### config.mk
export PLATFORM = sky130hd
export DESIGN_NAME = imem_loader
export DESIGN_NICKNAME = d
export VERILOG_FILES = /design/src/rtl/imem_loader.sv
export SDC_FILE = /design/constraint.sdc
export NUM_CORES = 1
export LEC_CHECK = 0
export ABC_CLOCK_PERIOD_IN_PS = 3400
export CAP_MARGIN = 25
export CORE_UTILIZATION = 55
export DETAILED_ROUTE_END_ITERATION = 12
export PLACE_DENSITY = 0.83
export SYNTH_ARGS = -nofsm -noshare
export SYNTH_HDL_FRONTEND = slang
export SYNTH_SLANG_ARGS = --single-unit
### constraint.sdc
create_clock -name clk -period 3.4 [get_ports clk]
set_input_delay 0.68 -clock clk [delete_from_list [all_inputs] [get_ports clk]]
set_output_delay 0.68 -clock clk [all_outputs]
set_load 0.02 [all_outputs]
### src/rtl/imem_loader.sv
// Boot-time instruction-memory loader: takes a length-prefixed little-endian byte
// stream, assembles 32-bit words and writes them to consecutive addresses from 0.
module imem_loader #(
   parameter int ADDR_W = 5,
   parameter int DEPTH  = 32
) (
   input  logic              clk,
   input  logic              rst_n,
   input  logic              start,
   input  logic              byte_valid,
   input  logic [7:0]        byte_data,
   output logic              byte_ready,
   output logic              wr_en,
   output logic [ADDR_W-1:0] wr_addr,
   output logic [31:0]       wr_data,
   output logic              cpu_hold,
   output logic              done,
   output logic              len_err,
   output logic [ADDR_W:0]   word_count
);

   typedef enum logic [2:0] {
      S_IDLE,
      S_LEN,
      S_DATA,
      S_WRITE,
      S_DONE
   } state_t;

   state_t              state;
   state_t              state_nx;
   logic [1:0]          byte_idx;
   logic [23:0]         partial;
   logic [ADDR_W-1:0]   addr_cnt;
   logic [ADDR_W:0]     len_n;
   logic [ADDR_W:0]     wc_inc;
   logic                xfer;
   logic                len_ok;

   // Handshake: a byte moves on a rising edge where byte_valid && byte_ready.
   // byte_ready depends on state only, so it never combinationally follows byte_valid.
   assign byte_ready = (state == S_LEN) || (state == S_DATA);
   assign xfer       = byte_valid && byte_ready;
   assign wr_en      = (state == S_WRITE);
   assign cpu_hold   = (state == S_LEN) || (state == S_DATA) || (state == S_WRITE);
   assign done       = (state == S_DONE);
   assign wc_inc     = word_count + {{ADDR_W{1'b0}}, 1'b1};
   assign len_ok     = (byte_data != 8'd0) && ({24'd0, byte_data} <= 32'(DEPTH));

   always_ff @(posedge clk or negedge rst_n) begin
      if (!rst_n) state <= S_IDLE;
      else        state <= state_nx;
   end

   always_comb begin
      state_nx = state;
      case (state)
         S_IDLE:  if (start) state_nx = S_LEN;
         S_LEN:   if (xfer) state_nx = len_ok ? S_DATA : S_DONE;
         S_DATA:  if (xfer && (byte_idx == 2'd3)) state_nx = S_WRITE;
         S_WRITE: state_nx = (wc_inc == len_n) ? S_DONE : S_DATA;
         S_DONE:  state_nx = S_IDLE;
         default: state_nx = S_IDLE;
      endcase
   end

   // wr_addr/wr_data load only when the last byte of a word arrives, so they
   // hold steady outside the write cycle while the next word assembles in partial.
   always_ff @(posedge clk or negedge rst_n) begin
      if (!rst_n) begin
         byte_idx   <= 2'd0;
         partial    <= 24'd0;
         addr_cnt   <= '0;
         len_n      <= '0;
         wr_addr    <= '0;
         wr_data    <= 32'd0;
         len_err    <= 1'b0;
         word_count <= '0;
      end else begin
         case (state)
            S_IDLE: begin
               if (start) begin
                  len_err    <= 1'b0;
                  word_count <= '0;
                  addr_cnt   <= '0;
                  byte_idx   <= 2'd0;
               end
            end
            S_LEN: begin
               if (xfer) begin
                  if (len_ok) len_n   <= byte_data[ADDR_W:0];
                  else        len_err <= 1'b1;
               end
            end
            S_DATA: begin
               if (xfer) begin
                  case (byte_idx)
                     2'd0: partial[7:0]   <= byte_data;
                     2'd1: partial[15:8]  <= byte_data;
                     2'd2: partial[23:16] <= byte_data;
                     default: begin
                        wr_data <= {byte_data, partial};
                        wr_addr <= addr_cnt;
                     end
                  endcase
                  byte_idx <= byte_idx + 2'd1;
               end
            end
            S_WRITE: begin
               addr_cnt   <= addr_cnt + {{(ADDR_W-1){1'b0}}, 1'b1};
               word_count <= wc_inc;
               byte_idx   <= 2'd0;
            end
            default: ;
         endcase
      end
   end

endmodule

Yosys cells after proc, flatten, opt, wreduce, memory -nomap -nowiden:

Index checks and enable logic that the tools add are counted.

* register bits: 84
* output and inout bits: 48
* word-level logic and storage cells: 67

* add/subtract/negate cells: 3
* $lt $le $gt $ge: 1
* equality and inequality tests: 13
* muxes and demuxes: 17
* bitwise logic cells: 1
* reductions and logical operators: 21

Operators with widths (number)
* AND reduction 3 bit: 7
* 2-to-1 mux 3 bit: 5
* one-hot mux 3 bit (4 select lines): 1
* one-hot mux 6 bit (2 select lines): 1
* one-hot mux 5 bit (2 select lines): 1
* less-or-equal comparator 8 x 6 -> 1 bit (second input constant): 1
* != test 2 bit (second input constant): 4
* nonzero test 8 bit: 1
* adder 6 x 1 -> 6 bit (second input constant): 1
* equality test 3 x 2 -> 1 bit (second input constant): 2
* equality test 6 bit: 1
* 2-to-1 mux 6 bit: 1
* one-hot mux 2 bit (3 select lines): 1
* adder 5 x 1 -> 5 bit (second input constant): 1
* 2-to-1 mux 5 bit: 1
* equality test 2 bit (second input constant): 2
* 2-to-1 mux 2 bit: 2
* AND reduction 4 bit: 1
* nonzero test 2 bit: 2
* equality test 3 x 1 -> 1 bit (second input constant): 1
* equality test 3 bit (second input constant): 1
* logical AND 1 bit: 3
* logical NOT 3 bit: 1
* 2-to-1 mux 1 bit: 3
* other kinds (10): 11

Depth between registers and ports, before layout:

Gate-level depths: netlist (run 1).

* word-level depth: 6
* gate-level depth with buffers: 7
* mapped depth without buffers: 6

Worst setup path before layout (run 1):

OpenSTA, ideal clock, no wires.

* path type: input to register
* from: input port byte_data[0]
* to: register len_n[0]
* library setup time: 0.128 ns
* data arrival time: 2.048 ns
* data required time: 3.272 ns
* setup slack: 1.225 ns
* cell stages on the path: 4
* cell sequence: or4_4 or3_4 nand4_2 mux2_1

* longest elaborated chain between the ends: 3

Ends and longest elaborated chain
* start, declared: line 11 `input logic [7:0] byte_data,`
* less-or-equal comparator 8 x 6 -> 1 bit or nonzero test 8 bit (tied branches): line 48 `assign len_ok = (byte_data != 8'd0) && ({24'd0, byte_data} <= 32'(DEPTH));`
* logical AND 1 bit: line 48
* AND reduction 3 bit (no source line)
* end signal, assigned: line 91 `if (len_ok) len_n <= byte_data[ADDR_W:0];`
* end, declared: line 35 `logic [ADDR_W:0] len_n;`

Parallel ways exist; a longest one is shown, timed or not.
A chain may end at the register's enable or synchronous reset.

Worst setup path after layout (run 1):

* from: register state[1]
* to: output port wr_en

* longest elaborated chain between the ends: 1

Ends and longest elaborated chain
* start, declared: line 30 `state_t state;`
* start signal, assigned: line 52 `else state <= state_nx;`
* equality test 3 x 2 -> 1 bit: line 44 `assign wr_en = (state == S_WRITE);`
* end, declared: line 13 `output logic wr_en,`

No other way between the ends.

==> impl_metrics.csv, run 1 <==
group,metric,value,unit
grt,overflow,0,
sta,period_share,83.72,%
sta,clock_skew,12.00,ps
route,met3_length,362,um
cells_and_area,syn_to_final_growth,25.27,%
floorplanning,die_h,82.28,um
route,routed_wl,6.799,mm
clock_network,cts-htree-levels,3,
run_status,status,"complete, no violations",
yosys,ys_warn_count,0,
route,wl_met1,3.040,mm
sta,hold_viol,0,
yosys,ys_ff_latch,84,
grt,grt_pass1_vias,2183,
setup_path,reg2reg_slack,1470,ps
yosys,ys.flop_type,"dfrtp_1",
setup_path,slowest_delay,630,ps
clock_network,cts_sinks,84,
grt,grt_pass1_wl,11.09,mm
clock_network,clock_latency,350,ps
sta,tns,0,ps
setup_path,critPathKind,"register to output port",
route,vias_per_cell,5.613,
route,dr.max_layer_used,"met4",
setup_path,critical_path_required,2720,ps
setup_path,cp-end-kind,"output port",
yosys,synth_top_cell_by_area,"dfrtp_1",
power_and_ir_drop,p_leak,2.106,nW
setup_path,cp.arrival,2170,ps
floorplanning,initial_utilization,58.48,%
sta,tightest_slew,507.2,ps
setup_path,cpMaxStageDelayCell,"clkdlybuf4s50_1",
sta,rsz0062_at_grt,"false",
sta,post-route-min-period,2846,ps
place,gp_congestion,0.8277,
yosys,synth-edff-count,0,
clock_network,clkTransAtPathRegs,80,ps
route,vias,2262,
cells_and_area,diodes,0,
cells_and_area,final_layout_size_suffix_gt1_share,24.39,%
yosys,synth_top_family_by_area,"multiplexers",
place,post-dp-hpwl,4.340,mm
clock_network,postCtsSetupBuffers,0,
place,portBuffers,59,
yosys,synth_cell_types,35,
yosys,synth_mux_area_share,21.28,%
yosys,yosysMostFrequentCell,"dfrtp_1",
yosys,yosys.area_share.simple,6.671,%
setup_path,crit_chain,"nand2_1 > or2_2 > clkinv_1 > clkdlybuf4s50_1",
grt,antenna_found_initial,0,
setup_path,critPathTopFamily,"buffers and inverters",
power_and_ir_drop,peakVddDrop,0.4088,mV
yosys,synth_top_area_share,59.30,%
cells_and_area,nets,342,
yosys,synthesis.area,3545,sq um
floorplanning,die-area,6770,sq um
power_and_ir_drop,power_density,687.3,nW/um^2
yosys,async_reset_ff_share,100.0,%
sta,slew-limit-headroom,66.19,%
yosys,synthCells,259,
route,first_pass_iters,4,
yosys,synth_common_cells,"dfrtp_1 (84), mux2_2 (55), nand2_1 (18)",
floorplanning,die_w,82.28,um
floorplanning,coreArea,6061,sq um
hold_path,worstHoldPathType,"input port to async pin",
sta,setup_viol,0,
setup_path,worst-path-buf-inv,2,
clock_network,tritoncts,"done",
yosys,synth_fp_nets,278,
grt,globalRouteTotalUtil,22.91,%
clock_network,clock_path_buffers,2,
route,first_iter_violations,82,
yosys,synth-compound-area-share,5.471,%
yosys,yosysSeqAreaShare,59.30,%
route,drcViolationCount,0,
yosys,synthAdderAreaFrac,2.471,%
route,post_drt_wl_per_cell,16.87,um
clock_network,hold_buffers,0,
yosys,postSynthAreaPerCell,13.69,sq um
clock_network,cts_root_buf,"clkbuf_8",
setup_path,crit_fanout,11,
clock_network,cts_resized,0,
floorplanning,rows,28,
floorplanning,ios,60,
clock_network,cts_buffers,9,
yosys,synthTopCellsByArea,"dfrtp_1 (59%), mux2_2 (17%), mux2_1 (3.8%), ha_1 (2.5%), o21ai_0 (2.3%)",
yosys,synth-xor-area-share,3.389,%
sta,holdWs,147.4,ps
sta,slew_viol_final,0,
route,postRouteAntennaNets,0,
run,drv_cap,0,
sta,max_freq,351.3,MHz
route,dr_wl_met2,3.281,mm
setup_path,start_kind,"register",
grt,grt_max_degree,85,
metrics by stage:
step | setup slack, ps | std cells | total power [mW] | utilization [%] | instance area (sq um)
global route | 422.9 | 403 | 3.225 | 73.27 | 4441
CTS | 539.4 | 402 | 3.075 | 72.81 | 4413
floorplan | 1225 | 259 | 1.974 | - | 3545
finish | 553.5 | 403 | 3.052 | 73.27 | 4441
detailed placement | 570.4 | 386 | 2.298 | 69.28 | 4199
global placement | 625.3 | 386 | 2.256 | 69.28 | 4199
registers in the layout (all words and copies together), names as in the netlist:
register	cells
addr_cnt	5
partial	24
wr_data	32
len_n	6
word_count	6
len_err	1
state	3
byte_idx	2
wr_addr	5
layer usage:
metal / track usage (%) / vias to the layer above
met4: 10.18 / 0
met1: 30.91 / 1153
met2: 35.04 / 61
met3: 5.824 / 8
li1: - / 1040
met5: 0 / -
worst register-to-register path: stages (launching register included):
cell,delay [ps]
dfrtp_1,520
nor2_1,110
and3_1,250
nand2_1,80
buf_4,420
mux2_2,430
placed cells by master, fill, tap and decap left out, types with 2 or more instances in the layout:
| master | netlist | routed |
|---|---|---|
| xor2_1 | 4 | 4 |
| a22o_1 | 2 | 2 |
| mux2_1 | 12 | 12 |
| nor2_1 | 9 | 9 |
| clkdlybuf4s50_1 | 0 | 58 |
| buf_4 | 0 | 2 |
| clkinv_2 | 0 | 2 |
| o31ai_1 | 2 | 2 |
| and2_1 | 2 | 2 |
| and3_1 | 2 | 2 |
| bufinv_16 | 0 | 2 |
| nand2b_1 | 2 | 2 |
| dfrtp_1 | 84 | 84 |
| clkbuf_8 | 0 | 9 |
| nand2_1 | 18 | 18 |
| ha_1 | 7 | 7 |
| a21oi_1 | 3 | 3 |
| mux2_2 | 55 | 55 |
| xnor2_1 | 7 | 7 |
| nand3_1 | 7 | 7 |
| o21ai_0 | 16 | 16 |
| inv_1 | 3 | 3 |
area by class of cell:
type                       count  area [sq um]
fill                         413          1620
clock buffer                  10         127.6
clock inverter                 6         86.33
sequential                    84          2102
multi-input combinational    163          1393
timing repair buffer          61         623.1
tap                           75         93.84
inverter                       4         15.01
report_power, final:
part / internal (mW) / total, mW / switching [mW]
logic: 0.446 / 0.840 / 0.393
clock network: 0.414 / 0.766 / 0.352
registers: 1.26 / 1.45 / 0.188
cells by family (layout without fill, tap and decap cells):
group | Yosys count | count (layout)
xor gates and xnor gates | 12 | 12
muxes | 67 | 67
AOI/OAI and AO/OA | 30 | 30
adders and majority gates | 7 | 7
buffers and inverters | 12 | 81
and+or+nand+nor | 47 | 47
DFF | 84 | 84
final timing paths:
check / startpoint / to / cells past startpoint
worst min register to register: wr_data[17] / wr_data[17] / 1
worst min-delay path: rst_n / wr_data[1] / 1
max in group asynchronous: rst_n / word_count[2] / 2
worst max-delay path: state[1] / wr_en / 4
worst max register to register: state[2] / wr_data[28] / 5
min in group clk: wr_data[17] / wr_data[17] / 1
Power figures use the tool's default switching activity.
==> inputs of run 2 (changes only) <==
==> config.mk (replaced) <==
export PLATFORM = sky130hd
export DESIGN_NAME = imem_loader
export DESIGN_NICKNAME = d
export VERILOG_FILES = /design/src/rtl/imem_loader.sv
export SDC_FILE = /design/constraint.sdc
export NUM_CORES = 1
export LEC_CHECK = 0
export ABC_CLOCK_PERIOD_IN_PS = 2400
export CAP_MARGIN = 25
export CORE_UTILIZATION = 47
export DETAILED_ROUTE_END_ITERATION = 12
export PLACE_DENSITY = 0.76
export SYNTH_ARGS = -nofsm -noshare
export SYNTH_HDL_FRONTEND = slang
export SYNTH_SLANG_ARGS = --single-unit
==> constraint.sdc (replaced) <==
create_clock -name clk -period 2.4 [get_ports clk]
set_input_delay 0.48 -clock clk [delete_from_list [all_inputs] [get_ports clk]]
set_output_delay 0.48 -clock clk [all_outputs]
set_load 0.02 [all_outputs]
==> impl_metrics.csv, run 2 (synthesis gave the netlist of run 1 again) <==
group,metric,value,unit
run_status,status,"complete, no violations",
route,vias,2300,
clock_network,tritoncts,"done",
grt,globalRouteTotalUtil,20.33,%
sta,post-route-min-period,2321,ps
setup_path,cp-startpoint,"state[0]",
setup_path,cp.depth,4,
cells_and_area,nets,356,
setup_path,r2r_cells,5,
place,place_ws,-170.1,ps
sta,tns,0,ps
sta,slew-limit-headroom,66.79,%
floorplanning,rows,31,
cells_and_area,fin_area,4527,sq um
sta,holdWs,85.69,ps
sta,fin_ws,79.39,ps
setup_path,r2r_start,"word_count[0]",
setup_path,cp.arrival,1840,ps
clock_network,cts-htree-levels,3,
clock_network,cts_buffers,9,
floorplanning,coreArea,7253,sq um
route,first_iter_violations,70,
cells_and_area,layoutNonFillerInstCount,441,
run,drv_cap,0,
cells_and_area,syn_to_final_growth,27.71,%
setup_path,crit_chain,"inv_1 > nor2_1 > o21ba_2 > clkdlybuf4s50_1",
sta,clock_skew,13.02,ps
place,dp_cells,425,
clock_network,clock_path_buffers,2,
setup_path,critPathCapture,"byte_ready",
floorplanning,die-area,7893,sq um
setup_path,worst-path-buf-inv,2,
route,postRouteAntennaNets,0,
sta,tightest_slew,498.1,ps
cells_and_area,largest_register,"wr_data",
route,post_drt_wl_per_cell,16.00,um
clock_network,clock_latency,350,ps
setup_path,reg2reg_slack,630,ps
grt,overflow,0,
grt,grt_max_degree,41,
setup_path,slowest_delay,600,ps
power_and_ir_drop,p_leak,2.155,nW
clock_network,cts_sinks,84,
setup_path,start_kind,"register",
setup_path,cpMaxStageDelayCell,"clkdlybuf4s50_1",
floorplanning,ios,60,
setup_path,crit_fanout,8,
floorplanning,die_w,88.85,um
setup_path,r2r-end,"state[1]",
sta,rsz0062_at_grt,"false",
sta,slew_viol_final,0,
sta,setup_viol,0,
setup_path,critPathTopFamily,"buffers and inverters",
clock_network,cts_root_buf,"clkbuf_8",
grt,grt_pass1_vias,2348,
hold_path,worstHoldPathType,"input port to async pin",
place,placed_cell_area,4354,sq um
cells_and_area,final_cell_mix,"dfrtp_1 (82), clkdlybuf4s50_1 (57), mux2_2 (55), nand2_1 (18)",
power_and_ir_drop,peakVddDrop,0.4794,mV
clock_network,hold_buffers,0,
route,vias_per_cell,5.215,
setup_path,cp-end-kind,"output port",
route,first_pass_iters,4,
route,drcViolationCount,0,
place,gp_congestion,0.8009,
setup_path,critical_path_required,1920,ps
grt,grt_pass1_wl,11.76,mm
cells_and_area,diodes,0,
sta,hold_viol,0,
place,post-dp-hpwl,5.083,mm
sta,max_freq,430.9,MHz
power_and_ir_drop,power_density,916.0,nW/um^2
floorplanning,initial_utilization,48.87,%
cells_and_area,reg_top3,"wr_data (32), partial (24)",
cells_and_area,final_layout_size_suffix_gt1_share,27.49,%
clock_network,clkTransAtPathRegs,80,ps
cells_and_area,largest_register_ffs,32,
floorplanning,die_h,88.85,um
cells_and_area,final_common_cell,"dfrtp_1",
route,routed_wl,7.057,mm
place,portBuffers,59,
grt,antenna_found_initial,0,
setup_path,critPathKind,"register to output port",
sta,period_share,96.69,%
==> run 2: worst register-to-register path: cells and delay by family (launching register included) <==
family / cells / cell delay, ps
flip-flops: 1 / 450
AO/OA/AOI/OAI: 1 / 300
AND/OR/NAND/NOR: 2 / 400
adder cells (fa/ha/maj): 1 / 350
XOR/XNOR: 1 / 150
==> run 2: power breakdown <==
group | internal (mW) | total [mW] | switching (mW)
Sequential | 1.79 | 2.03 | 0.244
Clock | 0.408 | 0.887 | 0.479
Combinational | 0.652 | 1.23 | 0.577
Total | 2.85 | 4.15 | 1.30
==> run 2: worst min path at each step <==
stage                            from     endpoint  slack [ps]  cells past startpoint
after global routing            rst_n  wr_data[12]         120                      1
after floorplan                 rst_n  addr_cnt[0]         180                      0
after CTS                       rst_n  wr_data[22]         100                      1
after detailed placement        rst_n  wr_data[12]         480                      1
final                           rst_n  wr_data[22]          90                      1
after global placement    partial[18]  wr_data[18]         460                      1
==> run 2: metrics by stage <==
stage                     utilization (%)  total power [mW]
after floorplan                         -             2.796
after detailed placement            60.03             3.300
after global routing                62.41             4.401
after CTS                           62.41             4.188
final                               62.41             4.146
after global placement              60.03             3.237
==> run 2: per-layer routing <==
metal | wire, um | global-route usage (%)
met5 | 0 | 0
met4 | 124 | 8.358
met3 | 323 | 4.104
met2 | 3376 | 33.01
met1 | 3232 | 26.83
==> run 2: final cells by class <==
class	instances	area [sq um]
clock buffers	13	148.9
flip-flops and latches	84	2105
repair buffers	75	719.4
inverters	4	15.01
well taps	99	123.9
fillers	584	2726
clock inverters	3	22.52
multi-input cells	163	1393
==> run 2: timing repair <==
item | in CTS | in global routing
buffers inserted | 0 | 0
setup endpoints to repair | 1 | 0
resized for setup | 3 | 0
==> inputs of run 3 (changes only) <==
==> constraint.sdc (replaced) <==
create_clock -name clk -period 2.4 [get_ports clk]
set_input_delay 0.36 -clock clk [delete_from_list [all_inputs] [get_ports clk]]
set_output_delay 0.36 -clock clk [all_outputs]
set_load 0.02 [all_outputs]
==> impl_metrics.csv, run 3 (synthesis gave the netlist of run 1 again) <==
group,metric,value,unit
setup_path,critPathTopFamily,"buffers and inverters",
sta,slew-limit-headroom,60.47,%
sta,period_share,91.36,%
floorplanning,die-area,7893,sq um
clock_network,cts_root_buf,"clkbuf_8",
clock_network,cts-htree-levels,3,
clock_network,cts_sinks,84,
cells_and_area,reg_top3,"wr_data (32), partial (24)",
hold_path,worstHoldPathType,"input port to async pin",
route,first_pass_iters,4,
route,vias,2286,
power_and_ir_drop,power_density,983.1,nW/um^2
sta,rsz0062_at_grt,"false",
cells_and_area,largest_register_ffs,32,
cells_and_area,layoutNonFillerInstCount,437,
grt,grt_max_degree,49,
grt,overflow,0,
floorplanning,ios,60,
sta,holdWs,20.69,ps
floorplanning,rows,31,
power_and_ir_drop,power,4.522,mW
sta,tns,0,ps
cells_and_area,largest_register,"wr_data",
setup_path,crit_chain,"inv_1 > nor2_1 > o21ba_2 > clkdlybuf4s50_1",
place,post-dp-hpwl,4.957,mm
place,place_ws,-36.54,ps
clock_network,cts_buffers,9,
sta,slew_viol_final,0,
cells_and_area,final_common_cell,"dfrtp_1",
setup_path,start_kind,"register",
sta,clock_skew,8.665,ps
cells_and_area,fillers,575,
sta,tightest_slew,593.0,ps
cells_and_area,final_layout_size_suffix_gt1_share,27.51,%
cells_and_area,final_cell_mix,"dfrtp_1 (82), clkdlybuf4s50_1 (57), mux2_2 (55), nand2_1 (18), o21ai_0 (16)",
sta,post-route-min-period,2193,ps
sta,setup_viol,0,
route,post_drt_wl_per_cell,16.39,um
cells_and_area,nets,352,
place,gp_congestion,0.7579,
floorplanning,die_w,88.85,um
cells_and_area,finish.utilization,63.41,%
grt,antenna_found_initial,0,
run,drv_cap,0,
clock_network,clock_path_buffers,2,
run_status,status,"complete, no violations",
grt,grt_pass1_vias,2341,
setup_path,cp.arrival,1830,ps
setup_path,crit_fanout,8,
route,postRouteAntennaNets,0,
grt,globalRouteTotalUtil,20.50,%
clock_network,tritoncts,"done",
setup_path,cpMaxStageDelayCell,"clkdlybuf4s50_1",
power_and_ir_drop,peakVddDrop,0.5287,mV
setup_path,critical_path_required,2040,ps
floorplanning,coreArea,7253,sq um
grt,grt_pass1_wl,11.76,mm
route,vias_per_cell,5.231,
cells_and_area,syn_to_final_growth,29.76,%
setup_path,worst-path-buf-inv,2,
place,dp_cells,421,
floorplanning,die_h,88.85,um
sta,fin_ws,207.4,ps
setup_path,cp-end-kind,"output port",
floorplanning,initial_utilization,48.87,%
cells_and_area,diodes,0,
place,portBuffers,59,
place,placed_cell_area,4337,sq um
cells_and_area,fin_area,4599,sq um
setup_path,critPathKind,"register to output port",
clock_network,clock_latency,350,ps
route,first_iter_violations,90,
power_and_ir_drop,p_leak,2.192,nW
sta,hold_viol,0,
route,routed_wl,7.161,mm
clock_network,clkTransAtPathRegs,80,ps
sta,max_freq,456.1,MHz
setup_path,slowest_delay,600,ps
route,drcViolationCount,0,
==> run 3: changes by cell type in the layout (fill, tap and decap cells not counted), moves of 2 or more <==
| cell | change |
|---|---|
| clkinv_4 | -2 |
| buf_4 | -5 |
| bufinv_16 | +3 |
| clkbuf_1 | -3 |
==> run 3: where the power goes <==
| part | switching, mW | internal, mW | leakage [nW] |
|---|---|---|---|
| Sequential | 0.253 | 1.79 | 1.13 |
| Clock | 0.502 | 0.752 | 0.126 |
| Combinational | 0.577 | 0.652 | 0.937 |
==> run 3: area by class of cell <==
type / count / area (sq um) / area share [%]
clock inverters: 5 / 106.4 / 2.312
flip-flops and latches: 84 / 2105 / 45.76
inverters: 4 / 15.01 / 0.3264
repair buffers: 71 / 705.7 / 15.34
well taps: 99 / 123.9 / 2.693
multi-input cells: 163 / 1393 / 30.28
clock buffers: 11 / 151.4 / 3.292
==> run 3: worst reg2reg max path, delay by kind of cell, from the launching register on <==
| family | cells | cell delay, ps |
|---|---|---|
| mux | 1 | 380 |
| simple gates | 3 | 550 |
| buf+inv | 2 | 360 |
| flops | 1 | 400 |
==> run 3: layer usage <==
layer,up-vias,share of wire [%],global-route usage [%]
met3,8,5.0,5.690
met2,61,48,32.17
met4,0,1.2,6.598
li1,1067,-,-
met5,-,0,0
met1,1150,46,27.79
==> run 3: path summary, 6_finish.rpt <==
check | startpoint | to | slack (ps) | cells past startpoint
setup / recovery | state[0] | byte_ready | 210 | 4
hold / removal | rst_n | wr_data[12] | 20 | 1
setup reg to reg | state[2] | wr_data[19] | 590 | 6
hold reg to reg | partial[6] | wr_data[6] | 500 | 1
max in group asynchronous | rst_n | state[0] | 1750 | 2
min in group clk | partial[6] | wr_data[6] | 500 | 1
==> run 3: timing repair <==
item / in CTS / in global routing
buffers inserted: 0 / 0
hold buffers: 0 / 0
gates cloned: 0 / 0
hold endpoints to repair: 0 / 0
gates resized for setup: 2 / 1
endpoints found under the setup margin: 1 / 1
